`src/rtl/weight_feeder_pkg.sv`:
```
// Shared sizing defaults, feeder state encoding and a pointer-width helper
// for the double-buffered weight feeder.
package weight_feeder_pkg;

    localparam int DATA_SIZE = 8;
    localparam int MAC_WIDTH = 8;
    localparam int ROW_W     = MAC_WIDTH * DATA_SIZE;
    localparam int TILE_W    = MAC_WIDTH * MAC_WIDTH * DATA_SIZE;

    typedef enum logic {
        FILL = 1'b0,
        FULL = 1'b1
    } feed_state_e;

    // Row pointer width; a single-row matrix still needs a 1-bit pointer
    function automatic int ptr_width(input int rows);
        return (rows > 1) ? $clog2(rows) : 1;
    endfunction

endpackage

```
`src/rtl/weight_row_buffer.sv`:
```
// Load-side tile register: one row written per cycle by index, whole tile
// read in parallel for the swap into the active register.
module weight_row_buffer #(
    parameter int DATA_SIZE = weight_feeder_pkg::DATA_SIZE,
    parameter int MAC_WIDTH = weight_feeder_pkg::MAC_WIDTH,
    localparam int PTR_W    = weight_feeder_pkg::ptr_width(MAC_WIDTH),
    localparam int ROW_BITS = MAC_WIDTH * DATA_SIZE
) (
    input  logic                               clock,
    input  logic                               reset,
    input  logic                               wr_en,
    input  logic [PTR_W-1:0]                   wr_row,
    input  logic [ROW_BITS-1:0]                wr_data,
    output logic [MAC_WIDTH*ROW_BITS-1:0]      tile_out
);

    logic [ROW_BITS-1:0] rows_q [MAC_WIDTH];
    logic [ROW_BITS-1:0] rows_d [MAC_WIDTH];

    always_comb begin
        rows_d = rows_q;
        if (wr_en) begin
            rows_d[wr_row] = wr_data;
        end
    end

    always_ff @(posedge clock or posedge reset) begin
        if (reset) begin
            rows_q <= '{default: '0};
        end else begin
            rows_q <= rows_d;
        end
    end

    // Row r occupies cells (r,0..MAC_WIDTH-1), which are contiguous in the tile
    always_comb begin
        tile_out = '0;
        for (int r = 0; r < MAC_WIDTH; r++) begin
            tile_out[r*ROW_BITS +: ROW_BITS] = rows_q[r];
        end
    end

endmodule

```
`src/rtl/weight_feeder.sv`:
```
// Double-buffered weight tile feeder for mac_matrix: rows fill a load buffer,
// a full-matrix request swaps it into the registered active tile.
module weight_feeder #(
    parameter int DATA_SIZE = weight_feeder_pkg::DATA_SIZE,
    parameter int MAC_WIDTH = weight_feeder_pkg::MAC_WIDTH
) (
    input  logic                                     clock,
    input  logic                                     reset,
    input  logic [MAC_WIDTH*DATA_SIZE-1:0]           row_data,
    input  logic                                     row_valid,
    output logic                                     row_ready,
    input  logic [MAC_WIDTH*MAC_WIDTH-1:0]           weights_request,
    output logic [MAC_WIDTH*MAC_WIDTH*DATA_SIZE-1:0] weights_data_in,
    output logic                                     weights_valid,
    output logic                                     weights_starved,
    output logic [15:0]                              tile_count
);

    import weight_feeder_pkg::*;

    localparam int PTR_W     = ptr_width(MAC_WIDTH);
    localparam int TILE_BITS = MAC_WIDTH * MAC_WIDTH * DATA_SIZE;
    localparam logic [PTR_W-1:0] LAST_ROW = PTR_W'(MAC_WIDTH - 1);

    feed_state_e            state_q, state_d;
    logic [PTR_W-1:0]       row_ptr_q, row_ptr_d;
    logic [TILE_BITS-1:0]   active_q, active_d;
    logic [TILE_BITS-1:0]   load_tile;
    logic                   valid_q, valid_d;
    logic                   starved_q, starved_d;
    logic [15:0]            tile_count_q, tile_count_d;
    logic                   req_all;
    logic                   row_wr;
    logic                   swap;

    always_comb begin
        req_all      = &weights_request;
        row_wr       = (state_q == FILL) && row_valid;
        swap         = (state_q == FULL) && req_all;

        state_d      = state_q;
        row_ptr_d    = row_ptr_q;
        active_d     = active_q;
        tile_count_d = tile_count_q;
        valid_d      = swap;
        starved_d    = (state_q == FILL) && req_all;

        if (row_wr) begin
            row_ptr_d = row_ptr_q + PTR_W'(1);
            if (row_ptr_q == LAST_ROW) begin
                row_ptr_d = '0;
                state_d   = FULL;
            end
        end

        // Once swapped, the load buffer must be refilled before the next swap
        if (swap) begin
            active_d     = load_tile;
            tile_count_d = tile_count_q + 16'd1;
            state_d      = FILL;
        end
    end

    always_ff @(posedge clock or posedge reset) begin
        if (reset) begin
            state_q      <= FILL;
            row_ptr_q    <= '0;
            active_q     <= '0;
            valid_q      <= 1'b0;
            starved_q    <= 1'b0;
            tile_count_q <= '0;
        end else begin
            state_q      <= state_d;
            row_ptr_q    <= row_ptr_d;
            active_q     <= active_d;
            valid_q      <= valid_d;
            starved_q    <= starved_d;
            tile_count_q <= tile_count_d;
        end
    end

    weight_row_buffer #(
        .DATA_SIZE (DATA_SIZE),
        .MAC_WIDTH (MAC_WIDTH)
    ) u_load_buf (
        .clock    (clock),
        .reset    (reset),
        .wr_en    (row_wr),
        .wr_row   (row_ptr_q),
        .wr_data  (row_data),
        .tile_out (load_tile)
    );

    assign row_ready       = (state_q == FILL);
    assign weights_data_in = active_q;
    assign weights_valid   = valid_q;
    assign weights_starved = starved_q;
    assign tile_count      = tile_count_q;

endmodule

```
`config.mk`:
```
export PLATFORM = sky130hd
export DESIGN_NAME = weight_feeder
export DESIGN_NICKNAME = d
export VERILOG_FILES = /design/src/rtl/weight_feeder_pkg.sv /design/src/rtl/weight_row_buffer.sv /design/src/rtl/weight_feeder.sv
export SDC_FILE = /design/constraint.sdc
export NUM_CORES = 2
export LEC_CHECK = 0
export ABC_AREA = 1
export ABC_CLOCK_PERIOD_IN_PS = 42500
export CAP_MARGIN = 20
export CORE_ASPECT_RATIO = 1.75
export CORE_UTILIZATION = 30
export CTS_CLUSTER_SIZE = 40
export DETAILED_ROUTE_END_ITERATION = 12
export MAX_ROUTING_LAYER = met4
export PLACE_DENSITY_LB_ADDON = 0.3
export SYNTH_ARGS = -nofsm -noshare
export SYNTH_HDL_FRONTEND = slang
export SYNTH_SLANG_ARGS = --single-unit
```
`constraint.sdc`:
```
create_clock -name clock -period 42.5 [get_ports clock]
set_input_delay 4.25 -clock clock [delete_from_list [all_inputs] [get_ports clock]]
set_output_delay 4.25 -clock clock [all_outputs]
set_load 0.01 [all_outputs]
```
# == Yosys cells after proc, flatten, opt, wreduce, memory -nomap -nowiden ==
# Index checks and enable logic that the tools add are counted.
# word_totals
input_bits,131
out_inout_bits,531
ff_bits,1046
# classes
n_eq_ne,1
muxes,7
order_cmp,2
bitwise,2
n_addsub,2
n_reduce_logical,8
# ops
op,count
$bwmux 512,1
$demux 64 s3,1
$mux 64,1
$reduce_and 64->1,1
$add 16x1->16 const B,1
$ge 4x4->1 const B,1
$logic_and 1x1->1,4
$lt 4x1->1 const B,1
$not 3->4,1
$reduce_bool 2->1,2
$add 3x1->3 const B,1
$eq 3x3->1 const B,1
$mux 1,3
$mux 3,1
$reduce_and 2->1,1
$not 1->1,1

# == Depth between registers and ports, before layout ==
# logic_depth
word_depth,6
depth_mapped,11
mapped_depth_nobuf,9

# == Modules after synthesis ==
# Synthesis repeated with hierarchy kept, for this count alone.
# unflattened
hier_cells,4767
area_unflattened_um2,41628.7
# modules_own_cells
mod,cells_each,instances,area_each_um2,seq_area_each_um2
weight_feeder,2499,1,21690.8,13362.8
weight_row_buffer,2268,1,19937.9,12812.3

# == Worst setup path before layout ==
# OpenSTA, ideal clock, no wires.
# synth_timing
path_kind,input port to flip-flop
from,input weights_request[0]
to,register tile_count_q[6] (netlist: tile_count[6])
path_stages,11
setup_time_ns,0.117
arrival_ns,5.300
n_path_buf,2
slack_ns,37.083
path_cell_list,nand2_1 > nor2_1 > nand2_1 > nor2_1 > nand2_1 > nor2_4 > nand2_4 > buf_2 > buf_2 > nand2_1 > nand2_1
# synth_between
elab_chain_cells,2
# synth_lines
item,line_no,rtl
from (decl),weight_feeder.sv:12,"input logic [MAC_WIDTH*MAC_WIDTH-1:0] weights_request,"
$reduce_and 64->1,weight_feeder.sv:37,req_all = &weights_request;
$logic_and 1x1->1,weight_feeder.sv:39,swap = (state_q == FULL) && req_all;
to (signal assigned),weight_feeder.sv:78,tile_count_q <= tile_count_d;
to (decl),weight_feeder.sv:31,"logic [15:0] tile_count_q, tile_count_d;"
# No other way between the ends.
# A chain may end at the register's enable or synchronous reset.

# == Final worst setup path ==
# layout_timing
from,input weights_request[24]
to,register active_q[114] (netlist: weights_data_in[114])
# layout_between
elab_chain_cells,2
# layout_lines
item,line_no,rtl
$reduce_and 64->1,weight_feeder.sv:37,
$logic_and 1x1->1,weight_feeder.sv:39,
to (signal assigned),weight_feeder.sv:75,active_q <= active_d;
to (decl),weight_feeder.sv:27,"logic [TILE_BITS-1:0] active_q, active_d;"
# No other way between the ends.

==> summary.md <==
| Metric | Value |
|---|---|
| Clk slew on worst S/H paths | 0.06 ns |
| Area contributors post-synth | dfrtp_1 (66%), nand2_1 (14%), nand3_1 (6.8%) |
| Via count | 30600 |
| Proportion of layout cells with a drive suffix above 1 | 0.0474 |
| PD cells | 39.6 mW/mm² |
| Worst Hold Depth | 2 |
| Worst Path Max Fanout | 147 |
| Final Critical Period | 7.91 ns |
| CTS root buffer | clkbuf_16 |
| Core area | 0.131 mm² |
| Row count | 176 |
| TNS Setup | 0 ns |
| Dominant cell type by area after synthesis | dfrtp_1 |
| Hold Buf Count CTS | 0 |
| Crit share post-route | 0.186 |
| Fin cells | 6466 |
| TritonCTS clock tree | yes |
| Most frequent cells in the layout | nand2_1 (1511), dfrtp_1 (1045), clkdlybuf4s50_1 (661) |
| Die width | 277 µm |
| Final Core Density | 0.390 |
| Vias in the first global route | 30000 |
| Number of port buffers | 661 |
| DIE HEIGHT | 483 µm |
| Synth Cell Area | 0.0397 mm² |
| Worst setup margin | 34.59 ns |
| RePlAce Congestion | 0.848 |
| First-pass GRT wire length | 193000 µm |
| Yosys top cell area share | 0.660 |
| Hold crit path type | flop to flop |
| Clock latency on the worst-skew pair | 0.69 ns |
| P_leak | 0.0252 µW |
| Drt pass-1 iters | 5 |
| Overflow after GRT | 0 |
| Post-CTS Setup Bufs | 0 |
| 1st-iter DRT viols | 2618 |
| Max-Cap Viols | 0 |
| Syn nets | 4307 |
| WL final | 127000 µm |
| ANT nets after route | 0 |
| Cells after DPL | 6277 |
| Post-synthesis register bit count | 1046 |
| Via density | 4.74 |
| VDD IR max | 0.0299 mV |
| Num CTS Buffers | 99 |
| Slew margin rel. | 0.256 |
| Total Routing Usage GR | 0.193 |
| Type of origin of the critical path | input pin |
| Worst Path Required | 43.07 ns |
| Hold WS | 0.466 ns |
| Endpoints failing setup | 0 |
| Clock sinks | 1046 |
| Status | completed |
| Synthesized area per cell | 9.51 µm² |
| Routed len/inst | 19.6 µm |
| Final nets | 4822 |
| Residual DRC | 0 |
| Total die area | 0.134 mm² |
| I/O pin count | 662 |
| Post-detail-place hpwl | 80700 µm |
| Maximum clock insertion buffer count | 3 |
| Largest net degree at the start of global routing | 193 |
| CP Data Arrival Time | 8.48 ns |
| Pre-CTS WS | 33.73 ns |
| Area grow syn2layout | 28.8% |
| Worst-Margin Slew | 1.12 ns |
| Starting Density | 0.302 |
| Fmax | 0.126 GHz |
| H-tree levels | 3 |
| Sequential share of the synthesized area | 0.660 |
| YS warnings | 0 |
| Final hold viol count | 0 |
| Clock skew | 0.0294 ns |
| Final slew viol count | 0 |
| Commonest non-fill, non-tap cell in the layout | nand2_1 |
| Syn Inst Count | 4173 |
| Distinct cells, synth | 22 |
| Initial antenna violation count | 2 |
| R2r worst-path depth | 5 |
| Post-cts resize count | 0 |
| CP endpoint kind | flop |
| RSZ-0062 raised after global routing | false |
| Critical path class | input pin to flop |
==> cell families (layout without fill, tap and decap cells) <==
logic type / count (synthesis) / in the layout / share of synthesized area
other: 0 / 8 / 0
AO/OA/AOI/OAI: 519 / 519 / 0.0655
XOR/XNOR: 8 / 8 / 0.00177
AND/OR/NAND/NOR: 2227 / 2227 / 0.229
buffers and inverters: 370 / 964 / 0.0432
adder cells (fa/ha/maj): 3 / 3 / 0.000946
flip-flops: 1046 / 1046 / 0.660
==> Yosys cell counts (all sizes together) <==
master  count
nand3     538
o21ai     389
nand4       4
o22ai       1
a21oi     129
clkbuf    112
nor3        3
inv        83
nand2    1515
buf       175
xor2        5
nor2      167
ha          3
xnor2       3
dfrtp    1046
==> power by group <==
group | internal, µW | total (µW) | switching [µW]
Clock | 580 | 981 | 401
Combinational | 12.5 | 47.8 | 35.3
Sequential | 995 | 995 | 0
Total | 1590 | 2020 | 436
==> worst paths after layout <==
check                               startpoint              endpoint  slack (ns)
min reg2reg                weights_data_in[58]   weights_data_in[58]        0.47
max in group asynchronous                reset               state_q       34.64
max                        weights_request[24]  weights_data_in[114]       34.59
min in group asynchronous                reset  weights_data_in[180]        4.05
min                        weights_data_in[58]   weights_data_in[58]        0.47
max reg2reg                            state_q  weights_data_in[114]       38.93
==> registers in the layout (all words and copies together), names as in the netlist <==
register             cells
u_load_buf.tile_out    512
row_ptr_q                3
state_q                  1
tile_count              16
weights_data_in        512
weights_starved          1
weights_valid            1
==> critical path, stage by stage <==
cell             delay, ns
clkdlybuf4s50_1       0.46
nand2_1               0.23
nor2_1                0.17
nand2_1               0.06
nor2_1                0.23
nand2_1               0.16
nor2_4                0.59
nand2_8               0.72
buf_4                 0.71
buf_4                 0.48
nand2_1               0.17
nand2_1               0.06
==> stage by stage <==
| step | power, µW | area [µm²] |
|---|---|---|
| after floorplan | 1040 | 39700 |
| after global placement | 1060 | 47400 |
| after detailed placement | 1060 | 47500 |
| after CTS | 2050 | 51100 |
| after global routing | 2090 | 51100 |
| final | 2020 | 51100 |
==> cell type report <==
cell class	count	area (µm²)
inverter	83	319
clock inverter	46	737
tap	1691	2120
clock buffer	134	2880
fill	13100	80100
antenna	8	20.0
timing repair buffer	701	6990
sequential	1046	26200
multi-input combinational	2757	11900
==> metal layers <==
layer  global-route usage  wire (µm)  up-vias
met2                0.312      61100      925
met4               0.0681       3960        0
met1                0.244      54300    15100
met3               0.0341       7250      173
met5                    -          0        -
li1                     -          -    14500
Power figures use the tool's default switching activity.
